## src/rtl/pixel_sink_writer_pkg.sv

```systemverilog
// Shared widths, screen geometry, FSM states and pixel payload for the framebuffer writer.
// Also holds the bounds check and the linear address helper used by the writer.
package pixel_sink_writer_pkg;

    localparam int unsigned X_W        = 8;
    localparam int unsigned Y_W        = 7;
    localparam int unsigned COLOUR_W   = 3;
    localparam int unsigned SCREEN_W   = 160;
    localparam int unsigned SCREEN_H   = 120;
    localparam int unsigned FB_ADDR_W  = 15;
    localparam int unsigned FIFO_DEPTH = 4;

    localparam logic [COLOUR_W-1:0]  CLEAR_COLOUR = COLOUR_W'(0);
    localparam logic [FB_ADDR_W-1:0] CLEAR_LAST   = FB_ADDR_W'(SCREEN_W * SCREEN_H - 1);

    typedef enum logic {
        IDLE  = 1'b0,
        CLEAR = 1'b1
    } state_t;

    typedef struct packed {
        logic [X_W-1:0]      x;
        logic [Y_W-1:0]      y;
        logic [COLOUR_W-1:0] colour;
    } pixel_t;

    localparam int unsigned PIXEL_W = $bits(pixel_t);

    function automatic logic in_range(input pixel_t p);
        return (p.x < X_W'(SCREEN_W)) && (p.y < Y_W'(SCREEN_H));
    endfunction

    // y*160 + x built from shifts; in-range coordinates never exceed 19199
    function automatic logic [FB_ADDR_W-1:0] fb_address(input pixel_t p);
        logic [FB_ADDR_W-1:0] y_ext;
        y_ext = FB_ADDR_W'(p.y);
        return (y_ext << 7) + (y_ext << 5) + FB_ADDR_W'(p.x);
    endfunction

endpackage

```

## src/rtl/pixel_sink_writer_fifo.sv

```systemverilog
// Small synchronous FIFO for queued plot points; head word is always visible on rdata.
// Push while full and pop while empty are ignored.
module pixel_fifo #(
    parameter int unsigned DEPTH = 4,
    parameter int unsigned WIDTH = 18
) (
    input  logic                     clk,
    input  logic                     reset,
    input  logic                     push,
    input  logic                     pop,
    input  logic [WIDTH-1:0]         wdata,
    output logic [WIDTH-1:0]         rdata,
    output logic                     full,
    output logic                     empty,
    output logic [$clog2(DEPTH):0]   count
);

    localparam int unsigned PTR_W = $clog2(DEPTH);
    localparam int unsigned CNT_W = PTR_W + 1;

    logic [WIDTH-1:0] mem [DEPTH];
    logic [PTR_W-1:0] wr_ptr;
    logic [PTR_W-1:0] rd_ptr;
    logic             do_push;
    logic             do_pop;

    assign full    = (count == CNT_W'(DEPTH));
    assign empty   = (count == CNT_W'(0));
    assign do_push = push && !full;
    assign do_pop  = pop && !empty;
    assign rdata   = mem[rd_ptr];

    always_ff @(posedge clk) begin
        if (do_push) begin
            mem[wr_ptr] <= wdata;
        end
    end

    always_ff @(posedge clk or posedge reset) begin
        if (reset) begin
            wr_ptr <= '0;
            rd_ptr <= '0;
            count  <= '0;
        end else begin
            if (do_push) begin
                wr_ptr <= wr_ptr + PTR_W'(1);
            end
            if (do_pop) begin
                rd_ptr <= rd_ptr + PTR_W'(1);
            end
            count <= count + CNT_W'(do_push) - CNT_W'(do_pop);
        end
    end

endmodule

```

## src/rtl/pixel_sink_writer.sv

```systemverilog
// Queues drawer plot points, drops off-screen ones, and writes the framebuffer under fb_ready.
// Also sweeps the whole screen with CLEAR_COLOUR on request once queued pixels have drained.
module pixel_sink_writer
    import pixel_sink_writer_pkg::*;
(
    input  logic                 clk,
    input  logic                 reset,
    input  logic [X_W-1:0]       in_x,
    input  logic [Y_W-1:0]       in_y,
    input  logic [COLOUR_W-1:0]  in_colour,
    input  logic                 in_valid,
    output logic                 in_ready,
    input  logic                 clear_req,
    output logic [FB_ADDR_W-1:0] fb_addr,
    output logic [COLOUR_W-1:0]  fb_data,
    output logic                 fb_we,
    input  logic                 fb_ready,
    output logic                 busy,
    output logic                 clear_done,
    output logic [7:0]           dropped_count
);

    localparam int unsigned CNT_W = $clog2(FIFO_DEPTH) + 1;

    state_t           state;
    logic             clear_pending;
    pixel_t           in_pixel;
    pixel_t           head;
    logic             fifo_full;
    logic             fifo_empty;
    logic [CNT_W-1:0] fifo_count;
    logic [CNT_W-1:0] cnt_nxt_c;
    logic             push_c;
    logic             load_c;
    logic             start_clear_c;
    logic             end_clear_c;
    logic             in_clear_nxt_c;

    assign in_pixel = '{x: in_x, y: in_y, colour: in_colour};

    pixel_fifo #(
        .DEPTH (FIFO_DEPTH),
        .WIDTH (PIXEL_W)
    ) u_fifo (
        .clk   (clk),
        .reset (reset),
        .push  (push_c),
        .pop   (load_c),
        .wdata (in_pixel),
        .rdata (head),
        .full  (fifo_full),
        .empty (fifo_empty),
        .count (fifo_count)
    );

    // Handshake, pop and FSM transition decisions for this cycle
    always_comb begin
        push_c         = in_valid && in_ready && !fifo_full;
        load_c         = (state == IDLE) && !fifo_empty && (!fb_we || fb_ready);
        start_clear_c  = (state == IDLE) && (clear_req || clear_pending) && fifo_empty && !fb_we;
        end_clear_c    = (state == CLEAR) && fb_ready && (fb_addr == CLEAR_LAST);
        in_clear_nxt_c = start_clear_c || ((state == CLEAR) && !end_clear_c);
        cnt_nxt_c      = fifo_count + CNT_W'(push_c) - CNT_W'(load_c);
    end

    assign busy = (state != IDLE) || !fifo_empty || fb_we;

    always_ff @(posedge clk or posedge reset) begin
        if (reset) begin
            state         <= IDLE;
            clear_pending <= 1'b0;
            in_ready      <= 1'b0;
            fb_addr       <= '0;
            fb_data       <= '0;
            fb_we         <= 1'b0;
            clear_done    <= 1'b0;
            dropped_count <= '0;
        end else begin
            clear_done <= 1'b0;
            // in_ready tracks the post-edge occupancy so it is never high while full
            in_ready   <= (cnt_nxt_c != CNT_W'(FIFO_DEPTH)) && !in_clear_nxt_c;

            if (state == IDLE) begin
                if (start_clear_c) begin
                    state         <= CLEAR;
                    clear_pending <= 1'b0;
                    fb_we         <= 1'b1;
                    fb_addr       <= '0;
                    fb_data       <= CLEAR_COLOUR;
                end else begin
                    if (clear_req) begin
                        clear_pending <= 1'b1;
                    end
                    if (load_c) begin
                        if (in_range(head)) begin
                            fb_we   <= 1'b1;
                            fb_addr <= fb_address(head);
                            fb_data <= head.colour;
                        end else begin
                            fb_we <= 1'b0;
                            if (dropped_count != 8'hFF) begin
                                dropped_count <= dropped_count + 8'd1;
                            end
                        end
                    end else if (fb_ready) begin
                        fb_we <= 1'b0;
                    end
                end
            end else begin
                // Sweep advances only when the framebuffer takes the current word
                if (fb_ready) begin
                    if (end_clear_c) begin
                        state         <= IDLE;
                        fb_we         <= 1'b0;
                        clear_pending <= 1'b0;
                        clear_done    <= 1'b1;
                    end else begin
                        fb_addr <= fb_addr + FB_ADDR_W'(1);
                    end
                end
            end
        end
    end

endmodule

```

## config.mk

```make
export PLATFORM = sky130hd
export DESIGN_NAME = pixel_sink_writer
export DESIGN_NICKNAME = d
export VERILOG_FILES = /design/src/rtl/pixel_sink_writer_pkg.sv /design/src/rtl/pixel_sink_writer_fifo.sv /design/src/rtl/pixel_sink_writer.sv
export SDC_FILE = /design/constraint.sdc
export NUM_CORES = 1
export LEC_CHECK = 0
export CAP_MARGIN = 40
export CORE_ASPECT_RATIO = 0.9
export CORE_MARGIN = 2
export CORE_UTILIZATION = 45
export DETAILED_ROUTE_END_ITERATION = 16
export PLACE_DENSITY = 0.78
export REMOVE_ABC_BUFFERS = 1
export SLEW_MARGIN = 20
export SYNTH_ARGS = -nofsm -noshare
export SYNTH_HDL_FRONTEND = slang
export SYNTH_HIERARCHICAL = 1
export SYNTH_SLANG_ARGS = --single-unit
```

## constraint.sdc

```tcl
create_clock -name clk -period 2.9 [get_ports clk]
set_input_delay 0.29 -clock clk [delete_from_list [all_inputs] [get_ports clk]]
set_output_delay 0.29 -clock clk [all_outputs]
set_load 0.03 [all_outputs]
```

==> results of run 1 <==
worst register-to-register path, cell delays in order, from the launching register on:
cell      delay (ns)
dfrtp_1         0.49
buf_4           0.27
mux4_2          0.39
ha_4            0.31
ha_4            0.15
inv_2           0.05
fa_2            0.40
nor2b_2         0.13
o31a_1          0.25
o22ai_2         0.11
xor2_1          0.16
o211ai_1        0.19
registers in the layout (all words and copies together) (netlist names), 2 cells and up:
name / count
u_fifo/mem: 72
fb_addr: 15
dropped_count: 8
fb_data: 3
u_fifo/count: 3
u_fifo/rd_ptr: 2
u_fifo/wr_ptr: 2
cell type report:
type | count | area [um^2]
fill | 940 | 5160
sequential | 110 | 3110
multi-input combinational | 253 | 2300
timing repair buffer | 89 | 806
clock buffer | 9 | 225
tap | 160 | 200
inverter | 26 | 103
clock inverter | 7 | 67.6
metrics by stage:
step / instances / power [W] / TNS (ns) / hold WS, ns
after floorplan: 389 / 0.00541 / -3.00 / 0.0934
after global placement: 631 / 0.00693 / -0.458 / 0.477
after detailed placement: 631 / 0.00703 / -0.778 / 0.506
after CTS: 648 / 0.00845 / -0.188 / 0.216
after global routing: 654 / 0.00951 / -0.608 / 0.226
final: 654 / 0.00893 / -0.0921 / 0.208
path summary, 6_finish.rpt:
kind	slack, ns	endpoint	depth (start not counted)
max	-0.05	fb_addr[12]	11
min	0.21	u_fifo/count[1]	2
max reg2reg	-0.05	fb_addr[12]	11
min reg2reg	0.51	dropped_count[4]	1
max in group asynchronous	2.24	clear_pending	3
min in group clk	0.51	dropped_count[4]	1
routing by layer:
layer | track usage | up-vias | wire (um)
li1 | - | 1727 | -
met1 | 0.259 | 1852 | 5260
met2 | 0.295 | 164 | 5800
met3 | 0.0382 | 12 | 758
met4 | 0.0556 | 0 | 111
met5 | 0 | - | 0
cells by family (layout without fill, tap and decap cells):
family                     count (synthesis)  after routing  synth area share
xor gates and xnor gates                  14             14            0.0224
adders and majority gates                 27             27            0.0672
muxes                                     21             21            0.0798
buffers and inverters                     38            131            0.0341
DFF                                      110            110             0.569
AOI/OAI and AO/OA                         80             80             0.104
and+or+nand+nor                          111            111             0.123
cells in the mapped netlist (2+ instances only):
cell type,n
mux2i_1,2
dfrtp_1,38
nand3_1,10
nor2b_1,4
or2_2,6
nor3_1,6
fa_1,4
a31oi_1,6
and3b_1,4
o21ai_1,2
buf_4,2
nand2_1,18
o211ai_1,7
a211oi_1,3
and4_1,2
edfxtp_1,72
nand4bb_1,2
a21oi_1,9
xor2_1,3
mux4_2,18
and3_1,10
o21ai_0,14
ha_1,23
xnor2_1,11
nand3b_1,2
clkbuf_1,2
o311ai_1,2
nor2_1,13
nand4b_1,2
o31ai_1,8
and2_1,2
buf_6,2
o31a_1,2
inv_1,24
nand2b_1,9
buf_2,4
o21a_1,4
nor4_1,3
nand4_1,10
a41oi_1,3
a221o_1,3
a21o_1,5
report_power, final:
group / leakage (nW) / switching, W / internal (W)
clock network: 0.140 / 0.000579 / 0.000602
registers: 1.11 / 0.000429 / 0.00210
logic: 1.33 / 0.00271 / 0.00252
what timing repair did:
action | CTS | global route
pin swaps | 3 | 13
setup buffers | 1 | 6
gates resized for setup | 12 | 18
setup endpoints to repair | 5 | 5
==> impl.org, run 1 <==
** Yosys
- Number of register bits inferred by synthesis :: between 100 and 150
- Cell type contributing the most total cell area after synthesis :: edfxtp_1
- Cell variety after synth :: between 60 and 70
- Netlist area before placement :: ~5500 um^2
- Top post-synthesis cells by area :: edfxtp_1 (40%), dfrtp_1 (17%), mux4_2 (7.4%)
- Of the post-synthesis cell area, the dominant cell type holds 0.395.
- Most instantiated flip-flop cell in the synthesis netlist :: edfxtp_1
- A synthesized cell averages between 10 and 15 um^2.
- Number of enable-type register cells in the synthesized netlist :: 72
- For this run, the number of Yosys warnings is 6.
- Sequential fraction of the synthesis area :: 0.569
- The cell count after synthesis came out at approximately 400.
- Of all flip-flops after synthesis, the portion carrying an async set or reset was 0.345.

** CTS
- After clock tree synthesis, the clock-pin slew on the worst setup and hold paths is roughly 0.08 ns.
- The number of hold buffers added after CTS was 0.
- TritonCTS clock tree :: built
- Clock latency reported for the late side of the worst-skew pair :: roughly 0.35 ns
- CTS Sinks :: 110
- The clock tree synthesis step divided the H-tree into 3 levels.
- CTS root buf :: clkbuf_16
- The longest clock path from root to sink contains 2 buffers.
- Counting the buffers created by CTS gives 9.

** Route
- Initial DRT Pass Iterations :: 5
- After the first detailed-routing iteration, the DRC count stood at 319.
- Average detailed-routed wire length per instance :: around 18 um
- Drt drc :: 0
- Number of routed nets with antenna violations :: 0
- The final route contains 3755 vias.
- The final layout contains routed wiring with a total length of roughly 12000 um.
- In the routed layout, each cell is associated on average with a via count of ~5.7.

** Timing
- On the final layout, the worst clock skew is 0.0103 ns.
- Headroom to the max-slew limit came out at 0.600.
- Final worst path period need :: 2.95 ns
- Number of hold violations in the final report :: 0
- Share of the clock period used by the worst path after layout :: 1.02
- Final Max Slew Viols :: 0
- Setup repair after global routing could not meet its margin everywhere.
- Setup slack after layout :: -0.0534 ns
- Actual slew at the worst max-slew pin :: between 0.5 and 0.6 ns
- Static timing analysis puts the maximum clock frequency at 339 MHz.
- Number of setup violations in the final report :: 2

** GRT
- In the global route stage, overall resource usage came out at 0.185.
- The number of global-route vias before repair was 3666.
- The first global-routing pass estimated between 15000 and 20000 um of wire.
- The number of antenna violations at the first check in global routing is 0.
- Sum of overflow across all layers after global routing :: 0
- Entering global routing, the biggest net connects 32 pins.

** Place
- At the end of routability-driven placement, the weighted congestion stood at around 0.86.
- Post-detailed-placement half-perimeter wirelength :: 8210 um
- Summing all placed instances gives a cell area of roughly 6300 um^2.
- Setup slack after placement :: -0.205 ns
- Input and output buffers added on the ports amount to 52.

** Setup path
- Traced cell by cell, the critical path runs through buf_4, mux4_2, ha_4, ha_4, inv_2, fa_2, nor2b_2, o31a_1, o22ai_2, xor2_1, o211ai_1.
- Worst reg2reg path startpoint :: u_fifo/rd_ptr[1]
- The worst setup path is of the flip-flop to flip-flop kind.
- The worst setup path is launched from a flip-flop.
- The number of buffers and inverters on the critical path is 2.
- Critical path startpoint :: u_fifo/rd_ptr[1]
- Among the stages of the critical path, the cell type that occurs most often is ha_4.
- Maximum single-stage delay on the critical path :: 0.49 ns
- Data arrives at the worst endpoint at 3.22 ns.
- Among all stages on the critical path, the largest delay is contributed by dfrtp_1.
- Among cell families on the critical path, the largest total delay comes from adder cells.
- At the worst endpoint, the required time is ~3.2 ns.
- Max Fanout on Critical Path :: 11
- The worst setup path is captured at a flip-flop.

** Cells and area
- Most common library cell in the layout ignoring fill and taps :: edfxtp_1
- Final layout net count :: approximately 540
- Design Area, Final :: approximately 7000 um^2
- Compared with the post-synthesis result, the final layout area differs by 24.7%.
- 0 antenna diodes ended up in the layout.
- Final cell utilization of the core :: 0.569
- In the layout the commonest cells are edfxtp_1 (72), clkdlybuf4s50_1 (52), dfrtp_1 (37), buf_4 (35), inv_1 (20).
- In the final layout, the share of cells above drive strength 1 is 0.219.

** Die
- The floorplan has 38 rows.
- The floorplan step defined a die boundary enclosing 13100 um^2.
- The floorplan step defined a core boundary enclosing approximately 12000 um^2.
- In this run the count of I/O pins placed on the die edge is 53.
- The die is 109 um tall.
- Die X-Extent :: roughly 120 um
- For this configuration, the core starts out at a cell density of 0.457.

** Outcome
- Status :: finished, violations left
- Violated checks :: negative setup slack

** Run
- Across the run, the number of max-cap violations was 0.

** Power and ir drop
- IR Drop Worst-Case VDD :: around 0.54 mV
- Cell leakage power :: roughly 2.6 nW
- In this run the power density over the cells is about 1300 nW/um^2.

** Hold path
- The tightest min-delay check is of the input pin to asynchronous set/reset pin type.
No activity file was read; power rests on OpenSTA's default activity.
==> run 2: changes to the inputs <==
--- a/config.mk
+++ b/config.mk
@@ -9,6 +9,7 @@
 export CORE_ASPECT_RATIO = 0.9
 export CORE_MARGIN = 2
 export CORE_UTILIZATION = 45
+export CTS_CLUSTER_SIZE = 20
 export DETAILED_ROUTE_END_ITERATION = 16
 export PLACE_DENSITY = 0.78
 export REMOVE_ABC_BUFFERS = 1
==> results of run 2 <==
Final layout, timing and power as in run 1 (identical DEF).
==> run 3: changes to the inputs <==
--- a/config.mk
+++ b/config.mk
@@ -6,11 +6,12 @@
 export NUM_CORES = 1
 export LEC_CHECK = 0
 export CAP_MARGIN = 40
-export CORE_ASPECT_RATIO = 0.9
+export CORE_ASPECT_RATIO = 0.6
 export CORE_MARGIN = 2
 export CORE_UTILIZATION = 45
 export CTS_CLUSTER_SIZE = 20
 export DETAILED_ROUTE_END_ITERATION = 16
+export HOLD_SLACK_MARGIN = 0.12
 export PLACE_DENSITY = 0.78
 export REMOVE_ABC_BUFFERS = 1
 export SLEW_MARGIN = 20
==> impl.org, run 3 (synthesized netlist as in run 1, its figures left out) <==
** Outcome
- Status :: finished, violations left
- Violated checks :: negative setup slack

** Setup path
- STA classifies the critical path startpoint as a flip-flop.
- The worst endpoint required time was 3.11 ns (-0.05 ns).
- WP depth :: 11 (unchanged)
- Worst R2R Path Depth :: 11 (unchanged)
- Maximum single-stage delay on the critical path :: 0.54 ns (+0.05 ns)
- The largest fanout of any net on the critical path was 6 (-5).
- Classification of the worst setup path :: flip-flop to flip-flop
- The cell family contributing the most delay on the critical path is multiplexers.
- Critical-path top delay cell :: mux4_2
- CP most frequent cell :: buf_4
- Critical path cell sequence :: buf_6, buf_4, mux4_2, ha_2, ha_4, buf_4, a211oi_4, o21bai_4, a31oi_4, mux2i_2, o311ai_2
- The worst setup path is captured at a flip-flop.
- The count of buffer and inverter cells on the critical path came to 3 (+1).
- Critical path data arrival time :: 3.14 ns (-0.08 ns)

** CTS
- Count of hold-fix buffers inserted at cts :: 0 (unchanged)
- TritonCTS clock tree :: built
- The CTS buffer count is 9 (unchanged).
- The clock-pin slew on the worst setup and hold paths was 0.08 ns (about the same).
- The H-tree depth was 3 (unchanged).
- The cell sitting at the root of the clock tree is a clkbuf_16.
- Maximum root-to-sink buffer count :: 2 (unchanged)
- CTS Sinks :: 110 (unchanged)
- The clock latency on the worst-skew pair was 0.36 ns (about the same).

** Cells and area
- The count of antenna diodes in the layout came to 0 (unchanged).
- Footprint of the flip-flops and latches :: 3110 um^2 (unchanged)
- The filler cell count in the final layout came to 979 (+4.1%).
- The fraction of final layout cells sized beyond drive strength 1 was 0.241 (+0.0223).
- The final net count came to 543 (+0.74%).
- The top cell types in the final layout, fill and taps aside, are edfxtp_1 (72), clkdlybuf4s50_1 (52), buf_4 (38), dfrtp_1 (37), inv_1 (21).
- The area occupied by multi-input gates was 2380 um^2 (+3.4%).
- Flip-flop count of the largest register, all copies and words added :: 72 (unchanged)
- The library cell used most frequently in the layout, excluding fill and tap cells, is edfxtp_1.
- The area growth from synthesis to layout is 26.9%.
- Counting flops per register, the top entry is u_fifo/mem.
- Biggest registers after layout :: u_fifo/mem x72, fb_addr x15, dropped_count x8

** GRT
- Antenna violations before repair :: 0 (unchanged)
- Sum of overflow across all layers after global routing :: 0 (unchanged)
- The number of global-route vias before repair is 3744 (+2.1%).
- Most Used Layer, Global Route :: met2
- Met1 track demand over resource in global routing :: 0.282 (+0.0229)
- GRT Overall Usage :: 0.202 (+0.0171)
- Pin count of the biggest net entering global routing :: 32 (unchanged)
- The global-route wire length before repair came to 20100 um (+7.4%).
- The met3 global-route usage was 0.0612 (+0.0230).
- GR Util met2 :: 0.307 (+0.0120)

** Timing
- The highest achievable clock rate was 341 MHz (+0.79%).
- The slew at the pin closest to its max-slew limit was 0.620 ns (+0.0227 ns).
- Setup skew after layout :: 0.0144 ns (+0.00409 ns)
- Number of hold violations in the final report :: 0 (unchanged)
- The worst-case setup margin in the final layout was -0.0302 ns (+0.0231 ns).
- The remaining max-slew budget at the tightest pin was 0.585 (-0.0152).
- Share of the clock period used by the worst path after layout :: 1.01 (-0.00797)
- The accumulated negative setup slack is -0.0740 ns (+0.0180 ns).
- The final number of max-transition violations was 0 (unchanged).
- Number of setup violations in the final report :: 3 (+1)
- Unrepaired setup endpoints after global routing :: true
- The final critical path time including I/O delays and setup was 2.93 ns (-0.0231 ns).

** Route
- The number of DRC violations after detailed routing is 0 (unchanged).
- The iteration count of the initial detailed-routing pass came to 5 (unchanged).
- The vias per cell came to 5.75 (+0.17%).
- The average routed wire per standard cell was 19.4 um (+6.1%).
- The number of nets with antenna violations after routing came to 0 (unchanged).
- Initial DRC count :: 356 (+12%)
- The wire length after detailed routing is 12800 um (+7.5%).
- The total via count in the routed design was 3813 (+1.5%).

** Die
- Count of pins on the block boundary :: 53 (unchanged)
- Die outline height :: 89.4 um (-18%)
- Die X-Extent :: 146 um (+22%)
- The die area is 13100 um^2 (+0.21%).
- Core area :: 11900 um^2 (-0.29%)
- Effective utilization at floorplan :: 0.458 (+0.00134)
- The number of rows in the core area was 31 (-18%).

** Hold path
- Class of the tightest hold or removal check :: input pin to asynchronous set/reset pin

** Run
- Number of maximum-capacitance violations :: 0 (unchanged)

** Place
- Final weighted congestion in routability-driven placement :: 0.943 (+9.6%)
- The count of buffers from port buffering was 52 (unchanged).
- The half-perimeter wire length after detailed placement was 8810 um (+7.3%).
run 3: cell count changes in the layout (fill, tap and decap cells not counted), moves of 3 or more:
cell	before	now
ha_1	18	13
inv_6	0	4
buf_4	35	38
ha_4	5	8
run 3: timing repair:
item,in CTS,in global routing
pin swaps,8,20
gates resized for setup,25,18
endpoints found under the setup margin,6,6
setup buffers,4,3
run 3: path summary, 6_finish.rpt:
check                                 start                to  slack (ns)
setup / recovery           u_fifo/rd_ptr[0]       fb_addr[13]       -0.03
hold / removal                        reset  u_fifo/wr_ptr[1]        0.20
setup reg to reg           u_fifo/rd_ptr[0]       fb_addr[13]       -0.03
hold reg to reg            dropped_count[4]  dropped_count[4]        0.50
max in group asynchronous             reset       fb_addr[13]        2.23
min in group clk           dropped_count[4]  dropped_count[4]        0.50
run 3: cell type report:
type | instances | share of cell area
multi-input combinational | 253 | 0.343
timing repair buffer | 93 | 0.121
inverter | 26 | 0.0148
clock inverter | 7 | 0.0105
clock buffer | 9 | 0.0324
tap | 165 | 0.0297
sequential | 110 | 0.448
run 3: metrics by stage:
step	area (um^2)	utilization	hold WS, ns	cells	worst slack (ns)
final	6940	0.581	0.204	663	-0.0302
after global routing	6940	0.581	0.231	663	-0.123
after CTS	6810	0.570	0.209	660	-0.0444
after detailed placement	6370	0.533	0.498	640	-0.186
after global placement	6370	0.533	0.476	640	-0.119
after floorplan	5390	-	0.0934	389	-0.573
run 3: metal layers:
metal | share of wire | vias to the layer above
met4 | 0.016 | 0
met3 | 0.092 | 28
met1 | 0.45 | 1875
met5 | 0 | -
li1 | - | 1735
met2 | 0.44 | 175
Power of run 3 is not shown: default switching activity piles up to over one toggle a cycle in this logic, so the estimate is an artifact.
